===== src/rtl/pool_pkg.sv =====
// Shared definitions for the ForthSuper memory pool: dictionary header layout
// and the dict_add state encoding.
package pool_pkg;

  typedef enum logic [3:0] {
    ST_IDLE,
    ST_RD,
    ST_WR,
    ST_LEN,
    ST_LFA0,
    ST_LFA1,
    ST_PF0,
    ST_PF1,
    ST_DONE,
    ST_ERR
  } da_state_t;

  localparam logic [15:0] LFA_NULL = 16'hffff;

  localparam int unsigned OFS_LFA  = 0;
  localparam int unsigned OFS_LEN  = 2;
  localparam int unsigned OFS_NAME = 3;
  localparam int unsigned PFA_SZ   = 2;

endpackage


===== src/rtl/dict_add.sv =====
// Dictionary header writer: copies a null-terminated TIB name into a new entry
// at HERE (lfa, len, name, xt), then links it into the chain and bumps HERE.
module dict_add
  import pool_pkg::*;
#(
  parameter int ASZ    = 17,
  parameter int DSZ    = 8,
  parameter logic [15:0] DICT = 16'h0010,
  parameter int MAXLEN = 31
) (
  input  logic           clk,
  input  logic           rst,
  input  logic           start,
  input  logic [ASZ-1:0] ai,
  input  logic [15:0]    xt,
  output logic           bsy,
  output logic           done,
  output logic           err,
  output logic [15:0]    lfa,
  output logic [15:0]    here,
  output logic [ASZ-1:0] mem_ai,
  output logic [DSZ-1:0] mem_vi,
  output logic           mem_we,
  input  logic [DSZ-1:0] mem_vo
);

  localparam int IW = $clog2(MAXLEN + 2);

  da_state_t      state_q, state_d;
  logic [IW-1:0]  i_q, i_d;
  logic [ASZ-1:0] ai_q, ai_d;
  logic [15:0]    xt_q, xt_d;
  logic [15:0]    lfa_q, lfa_d;
  logic [15:0]    here_q, here_d;

  logic [15:0]    hofs;
  logic [15:0]    hadr;
  logic [ASZ-1:0] tadr;
  logic           use_tib;

  always_ff @(posedge clk or posedge rst) begin
    if (rst) begin
      state_q <= ST_IDLE;
      lfa_q   <= LFA_NULL;
      here_q  <= DICT;
    end else begin
      state_q <= state_d;
      lfa_q   <= lfa_d;
      here_q  <= here_d;
    end
  end

  // Command payload and name index need no reset: only read outside IDLE.
  always_ff @(posedge clk) begin
    i_q  <= i_d;
    ai_q <= ai_d;
    xt_q <= xt_d;
  end

  // Two shared adders: one for the TIB side, one for HERE-relative header bytes.
  assign tadr = ai_q + ASZ'(i_q);
  assign hadr = here_q + hofs;

  always_comb begin
    state_d = state_q;
    i_d     = i_q;
    ai_d    = ai_q;
    xt_d    = xt_q;
    lfa_d   = lfa_q;
    here_d  = here_q;
    hofs    = 16'(OFS_LFA);
    use_tib = 1'b0;
    mem_vi  = '0;
    mem_we  = 1'b0;

    case (state_q)
      ST_IDLE: begin
        if (start) begin
          state_d = ST_RD;
          i_d     = '0;
          ai_d    = ai;
          xt_d    = xt;
        end
      end
      ST_RD: begin
        use_tib = 1'b1;
        state_d = ST_WR;
      end
      ST_WR: begin
        hofs = 16'(OFS_NAME) + 16'(i_q);
        if (mem_vo != '0) begin
          if (i_q == IW'(MAXLEN)) begin
            state_d = ST_ERR;
          end else begin
            mem_we  = 1'b1;
            mem_vi  = mem_vo;
            i_d     = i_q + 1'b1;
            state_d = ST_RD;
          end
        end else if (i_q == '0) begin
          state_d = ST_ERR;
        end else begin
          state_d = ST_LEN;
        end
      end
      ST_LEN: begin
        hofs    = 16'(OFS_LEN);
        mem_we  = 1'b1;
        mem_vi  = DSZ'(i_q);
        state_d = ST_LFA0;
      end
      ST_LFA0: begin
        hofs    = 16'(OFS_LFA);
        mem_we  = 1'b1;
        mem_vi  = DSZ'(lfa_q[7:0]);
        state_d = ST_LFA1;
      end
      ST_LFA1: begin
        hofs    = 16'(OFS_LFA + 1);
        mem_we  = 1'b1;
        mem_vi  = DSZ'(lfa_q[15:8]);
        state_d = ST_PF0;
      end
      ST_PF0: begin
        hofs    = 16'(OFS_NAME) + 16'(i_q);
        mem_we  = 1'b1;
        mem_vi  = DSZ'(xt_q[7:0]);
        state_d = ST_PF1;
      end
      ST_PF1: begin
        hofs    = 16'(OFS_NAME + 1) + 16'(i_q);
        mem_we  = 1'b1;
        mem_vi  = DSZ'(xt_q[15:8]);
        // Link here so lfa/here already show the new entry while done is high.
        lfa_d   = here_q;
        here_d  = here_q + 16'(OFS_NAME + PFA_SZ) + 16'(i_q);
        state_d = ST_DONE;
      end
      ST_DONE: state_d = ST_IDLE;
      ST_ERR:  state_d = ST_IDLE;
      default: state_d = ST_IDLE;
    endcase
  end

  assign mem_ai = (state_q == ST_IDLE) ? '0 : (use_tib ? tadr : ASZ'(hadr));
  assign bsy    = (state_q != ST_IDLE);
  assign done   = (state_q == ST_DONE);
  assign err    = (state_q == ST_ERR);
  assign lfa    = lfa_q;
  assign here   = here_q;

endmodule


===== config.mk =====
export PLATFORM = sky130hd
export DESIGN_NAME = dict_add
export DESIGN_NICKNAME = d
export VERILOG_FILES = /design/src/rtl/pool_pkg.sv /design/src/rtl/dict_add.sv
export SDC_FILE = /design/constraint.sdc
export NUM_CORES = 1
export LEC_CHECK = 0
export BUFFER_PORTS_ARGS = -buffer_cell sky130_fd_sc_hd__buf_2
export CORE_UTILIZATION = 55
export DETAILED_ROUTE_END_ITERATION = 7
export PLACE_DENSITY = 0.82
export SETUP_SLACK_MARGIN = 0.05
export SYNTH_ARGS = -nofsm -noshare
export SYNTH_HDL_FRONTEND = slang
export SYNTH_SLANG_ARGS = --single-unit

===== constraint.sdc =====
create_clock -name clk -period 3.87 [get_ports clk]
set_clock_uncertainty 0.05 [all_clocks]
set_input_delay 0.1935 -clock clk [delete_from_list [all_inputs] [get_ports clk]]
set_output_delay 0.1935 -clock clk [all_outputs]
set_load 0.02 [all_outputs]

==> flow_summary.ini, run 1 <==
[layout]
fillers = 618
seqCellArea_sq_um = 2100
nets = 714
syn_to_final_growth_pct = 26.5
diodes = 0
multi_input_area_sq_um = 2530
stdcell_count = 748
fin_area_sq_um = 6040
final_layout_size_suffix_gt1_share_pct = 28.8

[outcome]
status = finished, final reports clean

[die]
die_x_microns = 95.2
start_util_pct = 57.6
dieArea_sq_um = 9060
pin_count = 105
num_rows = 33
core_area_sq_um = 8300
die_h_microns = 95.2

[clocking]
numCtsBuffers = 9
htreeDepth = 3
clockRootBuffer = clkbuf_8
clock_path_buffers = 2
cts.sinks = 75
cts_tree = done
clk_latency_ps = 350
path_clk_slew_ps = 80

[timing]
fmax_ghz = 0.280
maxSlewHeadroom_pct = 65.3
min_period_ps = 3570
worstMarginPinSlew_ps = 520
rsz0062_at_grt = no
period_share_pct = 92.4
finalSetupViolCount = 0
hold_viol_final = 0
finalMaxSlewViolations = 0
timing.setup.tns_ps = 0

[routing]
via_count = 4426
drt_pass1_iterations = 5
wl_microns = 13700
postRouteAntennaNets = 0
drt_iter0_drc = 273
vias_per_cell = 5.92
drt_drc_violations_left = 0
post_drt_wl_per_cell_microns = 18.3

[logic_synthesis]
synth_area_per_cell_sq_um = 9.81
synth-edff-count = 39
netlist_instances = 487
syn_area_sq_um = 4780
synth_nets = 563
ys_seq_elements = 75
yosys_warnings = 0
ys_seq_area_share_pct = 43.8
ys_async_sr_fraction_pct = 48.0
synth_ff_type = edfxtp_1
synth.distinct_cells = 63

[grt]
antenna_found_initial = 0
grt_pass1_vias = 4355
track_usage_pct = 31.9
grt_pass1_wl_microns = 21700
grt_overflow = 0
grt_max_degree = 37

[place]
gp_congestion = 0.879
portBuffers = 104
dp_cells = 684
dpl_cell_area_sq_um = 5400
hpwl_microns = 9390

[worst_setup_path]
ff2ff_path_depth = 9
end_kind = primary output
reg2reg_to = here[14]
ff2ff_setup_slack_ps = 1150
startpoint_type = flip-flop
critPathKind = reg -> out
worstPathMaxFanout = 6
cp.required_ps = 3630
cp.arrival_ps = 3330
r2r-start = i_q[2]

[worst_hold_path]
worstHoldStart = start
hp-class = in -> reg
worstHoldPathCells = 3
min_to = state_q[0]

[pwr]
power_mw = 4.57
irDropWorstVdd_v = 0.000364
power.density_nw_per_um2 = 757
p_leak_nw = 2.73

[flow_run]
max-cap-violations = 0
## synthesized netlist by cell type (all sizes together) (2+ instances only)
library cell | count | area [sq um]
xor2 | 20 | 175
or2 | 5 | 31.3
o31ai | 4 | 30.0
o21bai | 3 | 22.5
buf | 12 | 75.1
o221ai | 6 | 52.6
fa | 3 | 60.1
o211ai | 3 | 22.5
ha | 29 | 363
o22ai | 11 | 68.8
a31oi | 4 | 25.0
and2 | 6 | 37.5
nor2 | 30 | 115
a211oi | 9 | 67.6
nor4bb | 2 | 32.5
a22oi | 8 | 60.1
clkbuf | 10 | 37.5
a21oi | 24 | 120
a2111oi | 2 | 36.3
nand2 | 78 | 295
dfstp | 17 | 447
inv | 15 | 56.3
nor3 | 9 | 45.0
nand4 | 5 | 31.3
and3 | 3 | 18.8
o21a | 4 | 30.0
nor4 | 3 | 18.8
nand2b | 5 | 38.8
or3 | 5 | 31.3
edfxtp | 39 | 1170
nand3 | 15 | 75.1
o21ai | 26 | 134
nor4b | 2 | 17.5
a31o | 2 | 17.5
a21o | 7 | 52.6
mux2 | 2 | 22.5
xnor2 | 19 | 166
mux2i | 7 | 70.1
dfrtp | 19 | 475
## through the flow
stage / hold WS (ps) / worst slack, ps / utilization (%)
after CTS: 111 / 131 / 71.4
after floorplan: 242 / 578 / -
final: 128 / 295 / 72.8
after detailed placement: 263 / 518 / 65.1
after global placement: 262 / 702 / 65.1
after global routing: 126 / 66.6 / 72.8
## logic make-up after synthesis
logic type	synth area share [%]
buf+inv	3.54
simple gates	17.2
compound gates	17.5
xor+xnor	7.15
fa+ha+maj	8.85
flops	43.8
mux	1.94
## worst max-delay path by stage
| stage | from | end | slack, ps | cells past startpoint |
|---|---|---|---|---|
| after global routing | i_q[3] | mem_ai[10] | 70 | 11 |
| after CTS | state_q[0] | mem_ai[15] | 130 | 11 |
| final | i_q[0] | mem_ai[15] | 300 | 12 |
| after global placement | state_q[2] | mem_ai[10] | 700 | 12 |
| after floorplan | state_q[2] | i_q[0] | 580 | 5 |
| after detailed placement | state_q[0] | mem_ai[15] | 520 | 11 |
## cells in the final DEF (no fill, tap or decap), types with 3 or more instances in the layout
master and n:
edfxtp_1 39, a21oi_1 24, o22ai_1 11, xnor2_1 19, o21ai_0 23, a31oi_1 4, nand4_1 5, o221ai_1 6
dfstp_2 17, and2_1 6, xor2_1 20, inv_1 14, o211ai_1 3, nand2b_1 3, nor2_1 28, or3_1 5
a21o_1 7, or2_2 3, a22oi_1 8, fa_1 3, dlygate4sd3_1 34, ha_1 28, o21bai_1 3, o21a_1 4
dfrtp_2 3, o31ai_1 4, mux2i_1 7, nor3_1 8, buf_4 24, dfrtp_1 16, buf_2 104, nor4_1 3
nand3_1 15, and3_1 3, nand2_1 77, a211oi_1 9, clkbuf_8 9
## area by class of cell
| class | count | area share, % |
|---|---|---|
| Sequential cell | 75 | 34.7 |
| Clock buffer | 9 | 2.05 |
| Inverter | 15 | 0.994 |
| Tap cell | 105 | 2.17 |
| Multi-Input combinational cell | 375 | 41.9 |
| Timing Repair Buffer | 162 | 17.2 |
| Clock inverter | 7 | 0.973 |
## worst max-delay path, stage by stage (launching register included)
cell and delay, ps:
edfxtp_1 480, inv_1 170, ha_2 290, inv_1 70, o22ai_1 70, nor2_1 190
ha_1 280, a211oi_1 410, o211ai_1 300, nand4_1 190, xor2_1 230, o22ai_1 120
buf_2 170
## where the power goes
| part | total, mW | switching (mW) | internal [mW] |
|---|---|---|---|
| clock | 0.576 | 0.331 | 0.245 |
| combinational | 2.66 | 1.64 | 1.02 |
| sequential | 1.33 | 0.246 | 1.08 |
| total | 4.57 | 2.22 | 2.35 |
## state kept, by name (all words and copies together), names as in the netlist
| register | flops |
|---|---|
| ai_q | 17 |
| here | 16 |
| i_q | 6 |
| lfa | 16 |
| state_q | 4 |
| xt_q | 16 |
## routing by layer
metal	up-vias	routed length (microns)	global-route usage, %
met5	-	0	0
li1	2090	-	-
met4	0	320	12.0
met2	210	6630	53.0
met3	29	1030	6.70
met1	2097	5730	40.9
## repair_timing
item,in CTS,in global routing
setup buffers,0,14
gates resized for setup,0,8
hold buffers,34,0
hold endpoints to repair,52,0
endpoints found under the setup margin,0,9
(Power assumes the default switching activity.)
==> run 2: changes to the inputs <==
- REMOVE_ABC_BUFFERS: not set -> 1
==> run 2 against run 1 <==
Against the previous run:
- critical path depth is the same
- routed wire length down 1.6%
- cell count is 0.27% lower
- non-clock buffer count decreased by 2
- via count down 0.66%
- total power grew 0.39%
- setup slack got worse by 32 ps
- sequential share of layout area rose by 0.079 points
- count of clock-buffer cells in the layout unchanged
- cell area fell by 0.23%
- global-route usage down 1.1 points
- largest cell class unchanged
- largest power group unchanged
==> flow_summary.ini, run 2 (synthesis results as in run 1) <==
[outcome]
status = finished, final reports clean

[place]
gp_congestion = 0.862
dp_cells = 684
portBuffers = 104
hpwl_microns = 9600

[routing]
via_count = 4397
drt_pass1_iterations = 5
drt_iter0_drc = 243
dr_wl_met2_microns = 6670
post_drt_wl_per_cell_microns = 18.1
vias_per_cell = 5.89
postRouteAntennaNets = 0
drt-met1-wl_microns = 5480
drt_drc_violations_left = 0
wl_met3_microns = 1090
topRoutingLayerUsed = met4
wl_microns = 13500

[clocking]
numCtsBuffers = 9
htreeDepth = 3
clock_path_buffers = 2
cts.sinks = 75
path_clk_slew_ps = 90
cts_tree = done
clk_latency_ps = 360
clockRootBuffer = clkbuf_8

[layout]
diodes = 0
syn_to_final_growth_pct = 26.2
largest_register = ai_q
stdcell_count = 746
largest_reg_flops = 17
final_layout_size_suffix_gt1_share_pct = 28.4
layout_common_cells = buf_2, nand2_1, edfxtp_1
nets = 712
layout_commonest_cell = buf_2

[pwr]
p_leak_nw = 2.71
power.density_nw_per_um2 = 761
irDropWorstVdd_v = 0.000294
power_mw = 4.59

[worst_setup_path]
worstPathMaxFanout = 11
critPathMostFrequentCell = a21oi_1
critical_path.slowest_cell = dfrtp_2
critPathKind = reg -> out
cp.required_ps = 3630
cp.arrival_ps = 3360
startpoint_type = flip-flop
critPathMaxStageDelay_ps = 490
end_kind = primary output
path_cells = nand2b_4 > or2_1 > a21oi_1 > a21oi_1 > nor3_1 > ha_1 > o21ai_0 > o21a_1 > or4_1 > a21oi_1 > a31o_2 > buf_2

[timing]
rsz0062_at_grt = no
min_period_ps = 3610
fmax_ghz = 0.277
finalSetupViolCount = 0
worstMarginPinSlew_ps = 982
maxSlewHeadroom_pct = 34.4
hold_viol_final = 0
finalMaxSlewViolations = 0
period_share_pct = 93.2
timing.setup.tns_ps = 0

[flow_run]
max-cap-violations = 0

[grt]
grt_pass1_wl_microns = 20900
track_usage_pct = 30.8
grt_max_degree = 37
grt_pass1_vias = 4172
antenna_found_initial = 0
grt_overflow = 0

[worst_hold_path]
hp-class = in -> reg

[die]
die_x_microns = 95.2
start_util_pct = 57.6
core_area_sq_um = 8300
pin_count = 105
dieArea_sq_um = 9060
die_h_microns = 95.2
num_rows = 33
==> run 2: cell types whose count changed in the layout (fill, tap and decap cells not counted) <==
| cell | previous run | this run |
|---|---|---|
| clkinv_2 | 2 | 0 |
| a2111oi_1 | 1 | 0 |
| ha_2 | 1 | 0 |
| clkinvlp_4 | 1 | 3 |
| clkinv_4 | 1 | 0 |
| ha_1 | 28 | 29 |
| inv_6 | 2 | 3 |
| buf_4 | 24 | 22 |
| a2111oi_0 | 0 | 1 |
==> run 2: through the flow <==
stage | utilization [%] | cell area [sq um] | hold WS (ps) | setup slack (ps)
6_report | 72.6 | 6030 | 133 | 263
3_3_place_gp | 65.1 | 5400 | 266 | 688
5_1_grt | 72.6 | 6030 | 118 | 67.9
2_1_floorplan | - | 4660 | 242 | -656
4_1_cts | 71.4 | 5930 | 116 | 161
3_5_place_dp | 65.1 | 5400 | 289 | 584
==> run 2: final timing paths <==
kind / startpoint / depth (start not counted) / end / slack (ps)
min in group asynchronous: rst / 4 / here[8] / 430
worst min register to register: lfa[1] / 2 / lfa[1] / 420
worst min-delay path: start / 3 / state_q[0] / 130
worst max register to register: i_q[2] / 9 / here[14] / 1030
worst max-delay path: state_q[3] / 12 / mem_ai[10] / 260
max in group asynchronous: rst / 4 / lfa[4] / 2960
==> run 2: critical path: cells and delay by family, from the launching register on <==
kind | cells | cell delay (ps)
AND/OR/NAND/NOR | 4 | 1190
flip-flops | 1 | 490
adder cells (fa/ha/maj) | 1 | 200
buffers and inverters | 1 | 160
AO/OA/AOI/OAI | 6 | 980
==> run 2: routing by layer <==
layer  GRT usage (%)  up-vias
li1                -     2079
met1            39.3     2069
met2            51.7      223
met3            7.02       26
met4            9.85        0
met5               0        -
==> run 2: where the power goes <==
group / total, mW / internal, mW / switching, mW
clock: 0.588 / 0.248 / 0.339
combinational: 2.67 / 1.03 / 1.64
sequential: 1.33 / 1.08 / 0.247
total: 4.59 / 2.36 / 2.23
==> run 2: final cells by class <==
type | instances | area [sq um]
timing repair buffer | 160 | 1030
clock buffer | 9 | 124
tap | 105 | 131
clock inverter | 7 | 63.8
sequential | 75 | 2100
inverter | 15 | 60.1
fill | 631 | 2270
multi-input combinational | 375 | 2520
==> run 2: repair_timing <==
| action | in CTS | in global routing |
|---|---|---|
| hold buffers | 34 | 0 |
| hold endpoints to repair | 52 | 0 |
| setup endpoints to repair | 0 | 9 |
| buffers inserted | 0 | 12 |
| gates resized for setup | 0 | 6 |
